==> src/rtl/hazard_ctrl.sv <==
// Hazard controller for the five-stage pipe: load-use stalls, branch flushes and saturating event counters.
// Optional HAZARD_MEMWAIT_EN adds the mem_busy_i freeze and a deferred (PEND) branch flush.
module hazard_ctrl #(
    parameter int CNT_W = 16
) (
    input  logic             clk_i,
    input  logic             rst_i,
    input  logic [4:0]       ifid_rs_i,
    input  logic [4:0]       ifid_rt_i,
    input  logic [4:0]       idex_rt_i,
    input  logic             idex_memread_i,
    input  logic             branch_taken_i,
    input  logic [31:0]      branch_target_i,
`ifdef HAZARD_MEMWAIT_EN
    input  logic             mem_busy_i,
`endif
    output logic             pc_write_o,
    output logic             ifid_write_o,
    output logic             ifid_flush_o,
    output logic             idex_bubble_sel_o,
    output logic             exmem_flush_o,
    output logic             pipe_hold_o,
    output logic             pc_src_sel_o,
    output logic [31:0]      pc_target_o,
    output logic [CNT_W-1:0] stall_cnt_o,
    output logic [CNT_W-1:0] flush_cnt_o
);

    localparam logic [CNT_W-1:0] CNT_ONE = {{(CNT_W-1){1'b0}}, 1'b1};

    typedef struct packed {
        logic pc_write;
        logic ifid_write;
        logic ifid_flush;
        logic bubble;
        logic exmem_flush;
        logic hold;
        logic pc_src;
    } ctrl_t;

    ctrl_t            w_ctrl;
    logic             w_busy;
    logic             w_pend;
    logic             w_lu;
    logic             w_flush;
    logic             w_stall;
    logic [31:0]      w_target;
    logic [CNT_W-1:0] r_stall_cnt;
    logic [CNT_W-1:0] r_flush_cnt;

    assign w_lu = idex_memread_i && (idex_rt_i != 5'd0) &&
                  ((idex_rt_i == ifid_rs_i) || (idex_rt_i == ifid_rt_i));

`ifdef HAZARD_MEMWAIT_EN
    typedef enum logic {ST_IDLE, ST_PEND} state_t;

    state_t      r_state;
    state_t      w_state_nxt;
    logic        w_capture;
    logic [31:0] r_tgt_q;

    assign w_busy    = mem_busy_i;
    assign w_capture = (r_state == ST_IDLE) && branch_taken_i && w_busy;

    always_ff @(posedge clk_i or negedge rst_i) begin
        if (!rst_i) r_state <= ST_IDLE;
        else        r_state <= w_state_nxt;
    end

    // A pending branch waits out the freeze; new branches are ignored meanwhile.
    always_comb begin
        w_state_nxt = r_state;
        case (r_state)
            ST_IDLE: if (w_capture) w_state_nxt = ST_PEND;
            ST_PEND: if (!w_busy)   w_state_nxt = ST_IDLE;
            default:                w_state_nxt = ST_IDLE;
        endcase
    end

    always_ff @(posedge clk_i or negedge rst_i) begin
        if (!rst_i)         r_tgt_q <= 32'd0;
        else if (w_capture) r_tgt_q <= branch_target_i;
    end

    assign w_pend   = (r_state == ST_PEND);
    assign w_target = w_pend ? r_tgt_q : branch_target_i;
`else
    assign w_busy   = 1'b0;
    assign w_pend   = 1'b0;
    assign w_target = branch_target_i;
`endif

    // Priority: freeze > flush > load-use > run.
    always_comb begin
        w_ctrl  = '0;
        w_flush = 1'b0;
        w_stall = 1'b0;
        if (w_busy) begin
            w_ctrl.hold = 1'b1;
        end else if (w_pend || branch_taken_i) begin
            w_flush            = 1'b1;
            w_ctrl.pc_write    = 1'b1;
            w_ctrl.pc_src      = 1'b1;
            w_ctrl.ifid_flush  = 1'b1;
            w_ctrl.bubble      = 1'b1;
            w_ctrl.exmem_flush = 1'b1;
        end else if (w_lu) begin
            w_stall       = 1'b1;
            w_ctrl.bubble = 1'b1;
        end else begin
            w_ctrl.pc_write   = 1'b1;
            w_ctrl.ifid_write = 1'b1;
        end
    end

    always_ff @(posedge clk_i or negedge rst_i) begin
        if (!rst_i) begin
            r_stall_cnt <= '0;
            r_flush_cnt <= '0;
        end else begin
            if ((w_stall || w_busy) && (r_stall_cnt != '1)) r_stall_cnt <= r_stall_cnt + CNT_ONE;
            if (w_flush && (r_flush_cnt != '1))             r_flush_cnt <= r_flush_cnt + CNT_ONE;
        end
    end

    // Reset forces every output low, including the combinational controls.
    assign pc_write_o        = rst_i & w_ctrl.pc_write;
    assign ifid_write_o      = rst_i & w_ctrl.ifid_write;
    assign ifid_flush_o      = rst_i & w_ctrl.ifid_flush;
    assign idex_bubble_sel_o = rst_i & w_ctrl.bubble;
    assign exmem_flush_o     = rst_i & w_ctrl.exmem_flush;
    assign pipe_hold_o       = rst_i & w_ctrl.hold;
    assign pc_src_sel_o      = rst_i & w_ctrl.pc_src;
    assign pc_target_o       = rst_i ? w_target : 32'd0;
    assign stall_cnt_o       = r_stall_cnt;
    assign flush_cnt_o       = r_flush_cnt;

endmodule
==> config.mk <==
export PLATFORM = sky130hd
export DESIGN_NAME = hazard_ctrl
export DESIGN_NICKNAME = d
export VERILOG_FILES = /design/src/rtl/hazard_ctrl.sv
export SDC_FILE = /design/constraint.sdc
export NUM_CORES = 1
export LEC_CHECK = 0
export CAP_MARGIN = 10
export CELL_PAD_IN_SITES_DETAIL_PLACEMENT = 1
export CELL_PAD_IN_SITES_GLOBAL_PLACEMENT = 1
export CORE_MARGIN = 2
export CORE_UTILIZATION = 26
export DETAILED_ROUTE_END_ITERATION = 10
export GPL_TIMING_DRIVEN = 0
export PLACE_DENSITY_LB_ADDON = 0.1
export SLEW_MARGIN = 20
export SYNTH_ARGS = -nofsm -noshare
export SYNTH_HDL_FRONTEND = slang
export SYNTH_SLANG_ARGS = --single-unit
==> constraint.sdc <==
create_clock -name clk_i -period 2.8 [get_ports clk_i]
set_clock_uncertainty 0.15 [all_clocks]
set_input_delay 0.56 -clock clk_i [delete_from_list [all_inputs] [get_ports clk_i]]
set_output_delay 0.56 -clock clk_i [all_outputs]
set_load 0.01 [all_outputs]
# Yosys cells after proc, flatten, opt, wreduce, memory -nomap -nowiden
# Index checks and enable logic that the tools add are counted.
[op_classes] n_div=0 shift=0 bitwise=4 eq_ne=4 n_lt_le_gt_ge=0 n_reduce_logical=6 n_mux=8 n_addsub=2 mul=0
[ops] op="$add A16 B1 Y16 const B" count=2
[ops] op="$mux W32" count=1
[ops] op="$ne A16 B16 Y1 const B" count=2
[ops] op="$eq A5 B5 Y1" count=2
[ops] op="$mux W1" count=6
[ops] op="$reduce_bool A5 Y1" count=1
[ops] op="$and A1 B1 Y1" count=4
[ops] op="$logic_and A1 B1 Y1" count=4
[ops] op="$mux W2" count=1
[ops] op="$logic_or A1 B1 Y1" count=1
[word_totals] output_inout_bits=71 romBits=0 mem_bits_rw=0 ff_bits=32 memories=0 latch_bits=0 input_bits=51

# Logic depth before layout (Yosys ltp)
[depth] depth_word=6 depth_mapped=6 depth_no_buf=6

# Worst setup path after synthesis
# OpenSTA, ideal clock, no wires.
[synth_timing] path_type="input to output" from="input port idex_rt_i[1]" to="output port ifid_write_o" arrival_time_ns=1.780 path_slack_ns=0.310 path_stages=4 required_ns=2.090 cell_sequence="or4_1 o21a_1 nor2b_1 nor3b_1"
[synth_via] elab_chain_len=6
[synth_rtl] element="from (decl)" line_no="10" source="input logic [4:0] idex_rt_i,"
[synth_rtl] element="$eq A5 B5 Y1 or $reduce_bool A5 Y1 (tied branches)" line_no="52, 51"
[synth_rtl] element="$logic_or A1 B1 Y1 or $logic_and A1 B1 Y1 (tied branches)" line_no="52, 51"
[synth_rtl] element="$logic_and A1 B1 Y1 (*)" line_no="51" source="assign w_lu = idex_memread_i && (idex_rt_i != 5'd0) &&"
[synth_rtl] element="$mux W2 (*)" line_no="107" source="end else if (w_lu) begin"
[synth_rtl] element="$mux W1 (*)" line_no="100" source="end else if (w_pend || branch_taken_i) begin"
[synth_rtl] element="$and A1 B1 Y1 (*)" line_no="128" source="assign ifid_write_o = rst_i & w_ctrl.ifid_write;"
[synth_rtl] element="to (decl)" line_no="18" source="output logic ifid_write_o,"
# Every way passes the cells marked *; elsewhere a longest branch is shown, timed or not.

# Worst setup path in the final report
[layout_timing] from="input port ifid_rs_i[3]" to="output port pc_write_o"
[layout_via] elab_chain_len=6
[layout_rtl] element="from (decl)" line_no="8" source="input logic [4:0] ifid_rs_i,"
[layout_rtl] element="$eq A5 B5 Y1" line_no="52" source="((idex_rt_i == ifid_rs_i) || (idex_rt_i == ifid_rt_i));"
[layout_rtl] element="$logic_or A1 B1 Y1" line_no="52"
[layout_rtl] element="$logic_and A1 B1 Y1" line_no="51"
[layout_rtl] element="$mux W2" line_no="107"
[layout_rtl] element="$mux W1" line_no="100"
[layout_rtl] element="$and A1 B1 Y1" line_no="127" source="assign pc_write_o = rst_i & w_ctrl.pc_write;"
[layout_rtl] element="to (decl)" line_no="17" source="output logic pc_write_o,"
# Every way passes these cells.

==> metrics.yaml <==
gr_util_met1_pct: 20.65
pre_cts_ws_ps: -918.2
placement.io_buffers: 120
die_area_mm2: 0.008241
die_y_um: 90.78
power_per_cell_area_mw_per_mm2: 461.6
fillerInstances: 865
place.detailed.hpwl_mm: 5.073
clock_tree_from_tritoncts: "yes"
asyncSetResetFlopFracSynth_pct: 100.0
max_slew_margin_pct: 54.78
num-nets-final: 386
fmax_mhz: 364.5
synth_enable_flop_cells: 0
final.min_clock_period_ps: 2743
num_vias: 1958
cap_viol_max_count: 0
status: "complete, no violations"
drt-pass1-iter-count: 4
finalHoldWorstSlack_ps: 6.119
htreeDepth: 2
mappedNetlistNets: 253
finalWorstSetupSlack_ps: 56.78
layout_worst_path_cycle_share_pct: 97.97
timing.final.hold_violations: 0
design.portCount: 122
multiInputGateArea_mm2: 0.001140
timing.critical_path.required_ps: 2090
yosys_warnings: 0
antenna-diode-count: 0
drv_slew: 0
post_synth_num_cell_types: 35
critPathMaxFanout: 4
cts_buffers: 5
placementRows: 31
synthesis.area_per_instance_um2: 9.791
dominantRegCellSynth: "sky130_fd_sc_hd__dfrtp_1"
synth_seq_cells: 32
mostFrequentLayoutCells: "sky130_fd_sc_hd__clkdlybuf4s50_1 (110), sky130_fd_sc_hd__and2_1 (34), sky130_fd_sc_hd__dfrtp_1 (32), sky130_fd_sc_hd__xor2_1 (27)"
root_buffer: "sky130_fd_sc_hd__clkbuf_8"
cellLeakagePower_nw: 1.505
layout.cells.most_common: "sky130_fd_sc_hd__clkdlybuf4s50_1"
wire_per_inst_um: 14.85
synth.cell_area_mm2: 0.001958
avg_vias_per_cell: 4.522
layout-drive-gt1-share_pct: 13.77
hp-class: "in2async"
postCtsHoldBufs: 0
setup-violations-final: 0
busiest_layer: "met2"
gr-total-overflow: 0
combined_flip_flop_and_latch_cell_area_um2: 800.8
endpoint_kind_of_the_worst_setup_timing_path: "output pin"
syn-instance-count: 200
grt_setup_unrepaired: "no"
cts_max_path_buffers: 2
path_clk_slew_ps: 70
synth_seq_area_share_pct: 40.89
place.gp.congestion: 0.7202
drt_iter0_drc: 57
met3_track_utilization_from_global_routing_pct: 3.756
maximum_number_of_pins_on_one_net_before_global_route_repair: 22
first_pass_grt_wire_length_mm: 10.54
route.detailed.drc: 0
cts_num_sinks: 32
first_global_vias: 2032
gr-usage-met2_pct: 26.55
worst_ir_drop_vdd_uv: 348.9
cp_arrival_ps: 2030
clkLatencyLatePin_ps: 280
chipWidth_um: 90.78
classification_of_the_worst_setup_path: "in2out"
starting_density_of_the_core_pct: 26.85
drt-total-wl_mm: 6.430
worst-slew-pin-transition_ps: 669.9
antenna_violating_nets_post_route: 0
floorplan.core_area_mm2: 0.007292
synthToLayoutAreaGrowth_pct: 79.04
startpoint_type: "input port"
grt_util_all_layers_pct: 15.79
antenna_violations_before_repair: 0
sequential cells by signal (all words and copies together), names as in the netlist:
signal	flops
flush_cnt_o	16
stall_cnt_o	16
metal layers:
layer	share of wire (%)	vias to the layer above	wire, µm
li1	-	954	-
met5	0	-	0
met4	0.89	0	57
met3	5.5	6	353
met1	46	934	2975
met2	47	64	3044
final cells by class:
class / count / area share, %
repair buffers: 126 / 35.62
multi-input cells: 158 / 32.51
flip-flops and latches: 32 / 22.84
well taps: 99 / 3.533
clock buffers: 7 / 2.748
plain buffers: 8 / 1.677
clock inverters: 1 / 0.8565
inverters: 2 / 0.2141
metrics by stage:
step / utilization, % / TNS (ps) / cells / cell area, µm² / power [mW]
finish: 48.08 / 0 / 433 / 3506 / 1.618
global route: 48.08 / 0 / 433 / 3506 / 1.723
CTS: 48.04 / 0 / 433 / 3503 / 1.640
detailed placement: 45.33 / -8260 / 420 / 3306 / 1.123
global placement: 45.02 / -47270 / 419 / 3283 / 1.113
floorplan: - / 0 / 200 / 1958 / 0.8074
power breakdown:
part / switching [mW] / leakage [nW] / internal [mW]
Combinational: 0.191 / 1.02 / 0.321
Clock: 0.181 / 0.0645 / 0.314
Sequential: 0.0857 / 0.422 / 0.526
Total: 0.457 / 1.51 / 1.16
Yosys cell counts, drive strengths merged, types with 2 or more instances:
| library cell | count | area share (%) |
|---|---|---|
| nand2b | 2 | 0.64 |
| or4 | 2 | 0.96 |
| ha | 2 | 1.3 |
| nor2 | 7 | 1.3 |
| and2 | 34 | 11 |
| inv | 2 | 0.38 |
| clkbuf | 5 | 0.96 |
| xor2 | 27 | 12 |
| o21a | 3 | 1.2 |
| xnor2 | 10 | 4.5 |
| nand4 | 8 | 2.9 |
| nor4 | 12 | 3.8 |
| mux2 | 5 | 3.1 |
| and3 | 4 | 1.3 |
| nand2 | 10 | 1.9 |
| nand3 | 12 | 3.1 |
| buf | 3 | 1.2 |
| o21ai | 2 | 1.1 |
| dfrtp | 32 | 41 |
| nor3 | 8 | 2.6 |
worst max-delay path, cell delays in order:
cell and delay (ps):
sky130_fd_sc_hd__clkdlybuf4s50_1 470, sky130_fd_sc_hd__xor2_1 180, sky130_fd_sc_hd__nor2_1 80, sky130_fd_sc_hd__a22oi_2 300, sky130_fd_sc_hd__clkbuf_8 190, sky130_fd_sc_hd__o21a_1 140
sky130_fd_sc_hd__buf_6 100
final timing paths:
check                                             endpoint  slack (ps)                        from  cells after the start
worst max-delay path                            pc_write_o          60                ifid_rs_i[3]                      7
worst max register to register  flush_cnt_o[1]$_DFFE_PN0P_         560  flush_cnt_o[0]$_DFFE_PN0P_                      5
worst min register to register  stall_cnt_o[5]$_DFFE_PN0P_         350  stall_cnt_o[5]$_DFFE_PN0P_                      1
max in group asynchronous       stall_cnt_o[2]$_DFFE_PN0P_        2110                       rst_i                      2
min in group clk_i              stall_cnt_o[5]$_DFFE_PN0P_         350  stall_cnt_o[5]$_DFFE_PN0P_                      1
worst min-delay path            flush_cnt_o[9]$_DFFE_PN0P_           6                       rst_i                      1
kinds of logic (layout without fill, tap and decap cells):
group	Yosys count	after routing	synth area share, %
xor gates and xnor gates	37	37	16.55
and+or+nand+nor	105	105	31.82
other	1	1	0.1915
adders and majority gates	2	2	1.278
DFF	32	32	40.89
AOI/OAI and AO/OA	8	8	3.706
muxes	5	5	3.067
buffers and inverters	10	144	2.492
repair_timing:
| action | 4_1_cts | 5_1_grt |
|---|---|---|
| setup buffers | 5 | 0 |
| setup endpoints to repair | 34 | 26 |
| resized for setup | 33 | 11 |
| pin swaps | 3 | 4 |
Power figures use the tool's default switching activity.
